<file path="config.mk">
export PLATFORM = sky130hd
export DESIGN_NAME = img_bram_loader
export DESIGN_NICKNAME = d
export VERILOG_FILES = /design/src/rtl/img_bram_loader_pkg.sv /design/src/rtl/img_bram_loader_pix_pack4.sv /design/src/rtl/img_bram_loader.sv
export SDC_FILE = /design/constraint.sdc
export NUM_CORES = 1
export LEC_CHECK = 0
export ABC_AREA = 1
export BUFFER_PORTS_ARGS = -buffer_cell sky130_fd_sc_hd__clkbuf_2
export CAP_MARGIN = 25
export CORE_UTILIZATION = 50
export DETAILED_ROUTE_END_ITERATION = 8
export PLACE_DENSITY = 0.77
export SETUP_SLACK_MARGIN = 0.1
export SYNTH_ARGS = -nofsm -noshare
export SYNTH_HDL_FRONTEND = slang
export SYNTH_HIERARCHICAL = 1
export SYNTH_SLANG_ARGS = --single-unit
export TNS_END_PERCENT = 1
</file>
<file path="constraint.sdc">
create_clock -name clk -period 2.2 [get_ports clk]
set_clock_uncertainty 0.05 [all_clocks]
set_input_delay 0.44 -clock clk [delete_from_list [all_inputs] [get_ports clk]]
set_output_delay 0.44 -clock clk [all_outputs]
set_load 0.01 [all_outputs]
</file>
<file path="src/rtl/img_bram_loader_pkg.sv">
// Shared types and constants for the image BRAM loader: FSM states and the
// port-A write payload.
package img_bram_loader_pkg;

    localparam int unsigned LANES  = 4;
    localparam int unsigned BYTE_W = 8;
    localparam int unsigned WORD_W = LANES * BYTE_W;

    typedef enum logic [1:0] {
        ST_POLL = 2'd0,
        ST_WAIT = 2'd1,
        ST_LOAD = 2'd2,
        ST_FLAG = 2'd3
    } state_e;

    typedef struct packed {
        logic [LANES-1:0]  we;
        logic [WORD_W-1:0] data;
    } porta_wr_t;

    // Full-word or no-word write enable; partial byte writes are never issued.
    function automatic logic [LANES-1:0] we_mask(input logic en);
        return en ? {LANES{1'b1}} : {LANES{1'b0}};
    endfunction

endpackage

</file>
<file path="src/rtl/img_bram_loader_pix_pack4.sv">
// Four-lane byte packer: collects pixels into lanes 0..3 and presents the
// completed word combinationally in the cycle lane 3 is loaded.
module pix_pack4
    import img_bram_loader_pkg::*;
(
    input  logic              clk,
    input  logic              reset,
    input  logic              clear_i,
    input  logic              load_i,
    input  logic [BYTE_W-1:0] data_i,
    output logic [1:0]        lane_o,
    output logic              word_valid_c,
    output logic [WORD_W-1:0] word_c
);

    logic [1:0]          lane_q, lane_d;
    logic [3*BYTE_W-1:0] pack_q, pack_d;

    always_comb begin
        lane_d = lane_q;
        pack_d = pack_q;
        if (clear_i) begin
            lane_d = '0;
            pack_d = '0;
        end else if (load_i) begin
            lane_d = lane_q + 2'd1;
            case (lane_q)
                2'd0:    pack_d[0        +: BYTE_W] = data_i;
                2'd1:    pack_d[BYTE_W   +: BYTE_W] = data_i;
                2'd2:    pack_d[2*BYTE_W +: BYTE_W] = data_i;
                default: pack_d = pack_q;
            endcase
        end
    end

    always_ff @(posedge clk) begin
        if (reset) begin
            lane_q <= '0;
            pack_q <= '0;
        end else begin
            lane_q <= lane_d;
            pack_q <= pack_d;
        end
    end

    // Lane 3 goes straight into the MSB byte, so the word is ready without an extra cycle.
    assign word_valid_c = load_i && !clear_i && (lane_q == 2'd3);
    assign word_c       = {data_i, pack_q};
    assign lane_o       = lane_q;

endmodule

</file>
<file path="src/rtl/img_bram_loader.sv">
// Streams a raster-order 8-bit image into BRAM port A, four pixels per word,
// last pixel at word 0, then writes the ready flag once the consumer has cleared it.
module img_bram_loader
    import img_bram_loader_pkg::*;
#(
    parameter int unsigned       WIDTH     = 8,
    parameter int unsigned       PIX_W     = 28,
    parameter int unsigned       PIX_H     = 28,
    parameter int unsigned       ADDR_W    = 11,
    parameter int unsigned       RD_LAT    = 1,
    parameter logic [WORD_W-1:0] FLAG_WORD = 32'hFFFF_FFFF
) (
    input  logic              clk,
    input  logic              reset,
    input  logic [WIDTH-1:0]  s_pix_data,
    input  logic              s_pix_valid,
    output logic              s_pix_ready,
    output logic [ADDR_W-1:0] addra,
    output logic [LANES-1:0]  wea,
    output logic [WORD_W-1:0] dina,
    input  logic [WORD_W-1:0] douta,
    output logic              busy,
    output logic              img_done
);

    localparam int unsigned NPIX      = PIX_W * PIX_H;
    localparam int unsigned NWORDS    = NPIX / LANES;
    localparam int unsigned FLAG_ADDR = NWORDS;
    localparam int unsigned CNT_W     = $clog2(NPIX);

    state_e            st_q, st_d;
    logic [CNT_W-1:0]  pix_cnt_q, pix_cnt_d;
    logic [1:0]        lat_q, lat_d;
    logic              done_q, done_d;
    logic              ready_q, ready_d;
    logic              busy_q, busy_d;
    logic              img_done_q, img_done_d;
    logic [ADDR_W-1:0] addra_q, addra_d;
    porta_wr_t         wr_q, wr_d;

    logic              accept_c;
    logic              last_c;
    logic              clear_c;
    logic [1:0]        lane;
    logic              word_valid_c;
    logic [WORD_W-1:0] word_c;

    assign accept_c = ready_q && s_pix_valid;
    assign last_c   = accept_c && (lane == 2'd3) && (pix_cnt_q == CNT_W'(NPIX - 1));

    pix_pack4 u_pack (
        .clk          (clk),
        .reset        (reset),
        .clear_i      (clear_c),
        .load_i       (accept_c),
        .data_i       (s_pix_data),
        .lane_o       (lane),
        .word_valid_c (word_valid_c),
        .word_c       (word_c)
    );

    // Next state, counters and the port-A values for the following cycle.
    always_comb begin
        st_d       = st_q;
        pix_cnt_d  = pix_cnt_q;
        lat_d      = lat_q;
        done_d     = done_q;
        clear_c    = 1'b0;
        addra_d    = ADDR_W'(FLAG_ADDR);
        wr_d.we    = we_mask(1'b0);
        wr_d.data  = wr_q.data;
        img_done_d = 1'b0;

        case (st_q)
            ST_POLL: begin
                st_d  = ST_WAIT;
                lat_d = '0;
            end
            ST_WAIT: begin
                if (lat_q == 2'(RD_LAT - 1)) begin
                    if (douta == '0) begin
                        st_d      = ST_LOAD;
                        pix_cnt_d = '0;
                        done_d    = 1'b0;
                        clear_c   = 1'b1;
                    end else begin
                        st_d = ST_POLL;
                    end
                end else begin
                    lat_d = lat_q + 2'd1;
                end
            end
            ST_LOAD: begin
                if (accept_c && (pix_cnt_q != CNT_W'(NPIX - 1))) begin
                    pix_cnt_d = pix_cnt_q + CNT_W'(1);
                end
                if (last_c) begin
                    done_d = 1'b1;
                end
                // One drain cycle lets the word-0 write go out before the flag.
                if (done_q) begin
                    st_d = ST_FLAG;
                end
            end
            default: begin
                st_d = ST_POLL;
            end
        endcase

        if (word_valid_c) begin
            wr_d.we   = we_mask(1'b1);
            wr_d.data = word_c;
            addra_d   = ADDR_W'(NWORDS - 1) - ADDR_W'(pix_cnt_q[CNT_W-1:2]);
        end else if (st_d == ST_FLAG) begin
            wr_d.we    = we_mask(1'b1);
            wr_d.data  = FLAG_WORD;
            addra_d    = ADDR_W'(FLAG_ADDR);
            img_done_d = 1'b1;
        end

        ready_d = (st_d == ST_LOAD) && !done_d;
        busy_d  = (st_d == ST_LOAD) || (st_d == ST_FLAG);
    end

    always_ff @(posedge clk) begin
        if (reset) begin
            st_q       <= ST_POLL;
            pix_cnt_q  <= '0;
            lat_q      <= '0;
            done_q     <= 1'b0;
            ready_q    <= 1'b0;
            busy_q     <= 1'b0;
            img_done_q <= 1'b0;
            addra_q    <= ADDR_W'(FLAG_ADDR);
            wr_q       <= '0;
        end else begin
            st_q       <= st_d;
            pix_cnt_q  <= pix_cnt_d;
            lat_q      <= lat_d;
            done_q     <= done_d;
            ready_q    <= ready_d;
            busy_q     <= busy_d;
            img_done_q <= img_done_d;
            addra_q    <= addra_d;
            wr_q       <= wr_d;
        end
    end

    assign s_pix_ready = ready_q;
    assign addra       = addra_q;
    assign wea         = wr_q.we;
    assign dina        = wr_q.data;
    assign busy        = busy_q;
    assign img_done    = img_done_q;

endmodule

</file>
==> reports/results.tsv <==
stage	metric	value	unit
run_status	status	completed	
grt	antenna_found_initial	0	
grt	grt_max_degree	35	
clock_network	cts_max_path_buffers	2	
placement	post_dp_cell_area	0.004920	mm²
clock_network	htree_levels	3	
detailed_routing	drtIter0Drc	153	
synthesis	synthTopCellsByArea	dfxtp_1 (38%), nor2_1 (14%), nand2_1 (11%)	
synthesis	ys_ff_latch	85	
placement	numPortBuffers	92	
hold_path	min_path_cells	2	
grt	overflow	0	
hold_path	min_from	reset	
clock_network	cts_sinks	85	
timing	tightestPinTransition	0.5536	ns
detailed_routing	antenna_left	0	
setup_path	reg2reg_depth	9	
die	die_w	96.40	µm
synthesis	ys_warn_count	6	
grt	grt_pass1_wl	15510	µm
setup_path	slowest_delay	0.39	ns
timing	setup_viol_count_final	0	
clock_network	clkLatencyLatePin	0.36	ns
power_and_ir_drop	peakVddDrop	0.3104	mV
hold_path	hp-class	in2reg	
timing	rsz0062_at_grt	true	
die	start_util	51.34	%
synthesis	syn_area	0.004456	mm²
synthesis	synth_area_per_cell	6.782	µm²
die	die-area	0.009293	mm²
setup_path	end_kind	flip-flop	
setup_path	cp_slowest_cell	dfxtp_1	
detailed_routing	viasPerCell	4.700	
die	num_io_pins	93	
layout	design_area	0.005131	mm²
timing	hold_violations	0	
layout	syn2layout_area_growth	15.16	%
clock_network	root_buffer	clkbuf_8	
setup_path	rrSetupSlack	0.24	ns
timing	holdWs	0.3225	ns
layout	final_cell_mix	nor2_1 (169), nand2_1 (129), inv_1 (114)	
layout	diodes	0	
layout	fillers	820	
clock_network	cts_tree	built	
timing	relSlewSlack	63.09	%
synthesis	yosysTopAreaCell	dfxtp_1	
power_and_ir_drop	power_density	556.6	mW/mm²
setup_path	critPathKind	reg2reg	
synthesis	syn-instance-count	657	
grt	grt_pass1_vias	3536	
setup_path	r2r_start	st_q[1]	
layout	final_common_cell	nor2_1	
placement	pre_cts_ws	0.2070	ns
setup_path	r2r_end	addra[8]	
power_and_ir_drop	power.leakage	3.043	nW
synthesis	synth_nets	712	
detailed_routing	avgRoutedWirePerCell	10.99	µm
placement	dp_hpwl	6843	µm
clock_network	cts_made_buffers	9	
timing	slew_viol_final	0	
setup_path	start_kind	flip-flop	
detailed_routing	wirelength	9294	µm
setup_path	required	2.41	ns
clock_network	clk_pin_slew	0.09	ns
die	die_height	96.40	µm
timing	fin_ws	0.2368	ns
layout	final_net_count	788	
timing	layout_min_cycle_time	1.963	ns
timing	fmax	509.4	MHz
layout	drive_gt1_share	22.36	%
job	cap_violations	0	
hold_path	min_to	lat_q[1]	
synthesis	synth.top_cell.area_share	38.19	%
setup_path	path_cells	inv_1, ha_1, inv_2, nor3_1, nor2_1, inv_2, nor2_1, inv_1, nor3b_1	
die	row_count	34	
timing	fin_crit_sh	89.24	%
detailed_routing	drt_pass1_iterations	4	
synthesis	yosysUniqueCellTypes	33	
synthesis	synth_sequential_area_ratio	38.19	%
placement	gp_congestion	0.8487	
die	coreArea	0.008678	mm²
detailed_routing	vias	3976	
setup_path	crit_fanout	6	
grt	track_usage	21.45	%
setup_path	cp.arrival	2.18	ns
detailed_routing	drt_drc_violations_left	0	
power breakdown:
part | leakage (nW) | internal, mW | switching (mW)
Combinational | 2.26 | 0.0595 | 0.0939
Clock | 0.103 | 0.543 | 0.617
Sequential | 0.685 | 1.54 | 0.00276
final cells by class:
class	count	area (µm²)	area share (%)
clock buffer	9	123.9	2.414
clock inverter	7	80.08	1.561
inverter	116	435.4	8.486
multi-input combinational	418	2062	40.19
sequential	85	1702	33.16
tap	108	135.1	2.634
timing repair buffer	103	593.1	11.56
kinds of logic (layout without fill, tap and decap cells):
group | after synthesis | after routing | synth area share (%)
simple gates | 371 | 371 | 37.80
buf+inv | 154 | 235 | 15.70
flops | 85 | 85 | 38.19
compound gates | 27 | 27 | 3.370
fa+ha+maj | 12 | 12 | 3.370
xor+xnor | 8 | 8 | 1.573
sequential cells by signal (all words and copies together) (netlist names):
register	flops
u_pack/pack_q	24
done_q	1
addra	9
wea	1
lat_q	2
dina	32
u_pack/lane_o	2
img_done	1
st_q	2
s_pix_ready	1
pix_cnt_q	10
worst max-delay path by stage:
stage	startpoint	end	slack [ns]
floorplan	douta[2]	dina[25]	-0.10
global placement	douta[18]	dina[2]	0.23
detailed placement	pix_cnt_q[4]	pix_cnt_q[8]	0.21
CTS	pix_cnt_q[4]	pix_cnt_q[2]	0.18
global route	pix_cnt_q[4]	pix_cnt_q[2]	0.05
finish	st_q[1]	addra[8]	0.24
critical path, delay by kind of cell, from the launching register on:
family	cells	cell delay [ns]
fa+ha+maj	1	0.26
buf+inv	4	0.44
flops	1	0.39
simple gates	4	0.72
per-layer routing:
layer / up-vias / share of wire [%] / GRT usage [%]
met5: - / 0 / 0
met4: 0 / 1.9 / 8.333
met3: 15 / 4.4 / 4.382
met2: 88 / 49 / 37.59
met1: 1790 / 45 / 25.70
li1: 2083 / - / -
synthesized netlist by cell type:
master	instances
a21oi_1	17
a21oi_2	1
and2_0	1
and2_1	1
and3_1	1
buf_1	5
buf_2	4
buf_4	15
buf_6	8
clkbuf_1	6
dfxtp_1	85
ha_1	12
inv_1	115
inv_2	1
nand2_1	129
nand2_2	2
nand2_4	4
nand3_1	21
nand3_2	28
nand3b_1	1
nand4_1	2
nor2_1	170
nor2_4	2
nor3_1	5
nor3_2	1
nor3b_1	1
o21ai_0	5
o21ai_1	1
o21ai_2	3
or2_2	1
or2_4	1
xnor2_1	1
xor2_1	7
what timing repair did:
| item | 4_1_cts | 5_1_grt |
|---|---|---|
| gates resized for setup | 0 | 2 |
| hold buffers | 0 | 0 |
| buffers inserted | 0 | 0 |
| hold endpoints to repair | 0 | 0 |
| endpoints found under the setup margin | 0 | 30 |
per-stage QoR:
stage / utilization [%] / instances / total power [mW] / TNS [ns]
after floorplan: - / 657 / 1.668 / -1.939
after global placement: 56.69 / 830 / 1.726 / 0
after detailed placement: 56.69 / 830 / 1.730 / 0
after CTS: 59.04 / 846 / 2.881 / 0
after global routing: 59.13 / 846 / 2.985 / 0
final: 59.13 / 846 / 2.856 / 0
(Power assumes the default switching activity.)
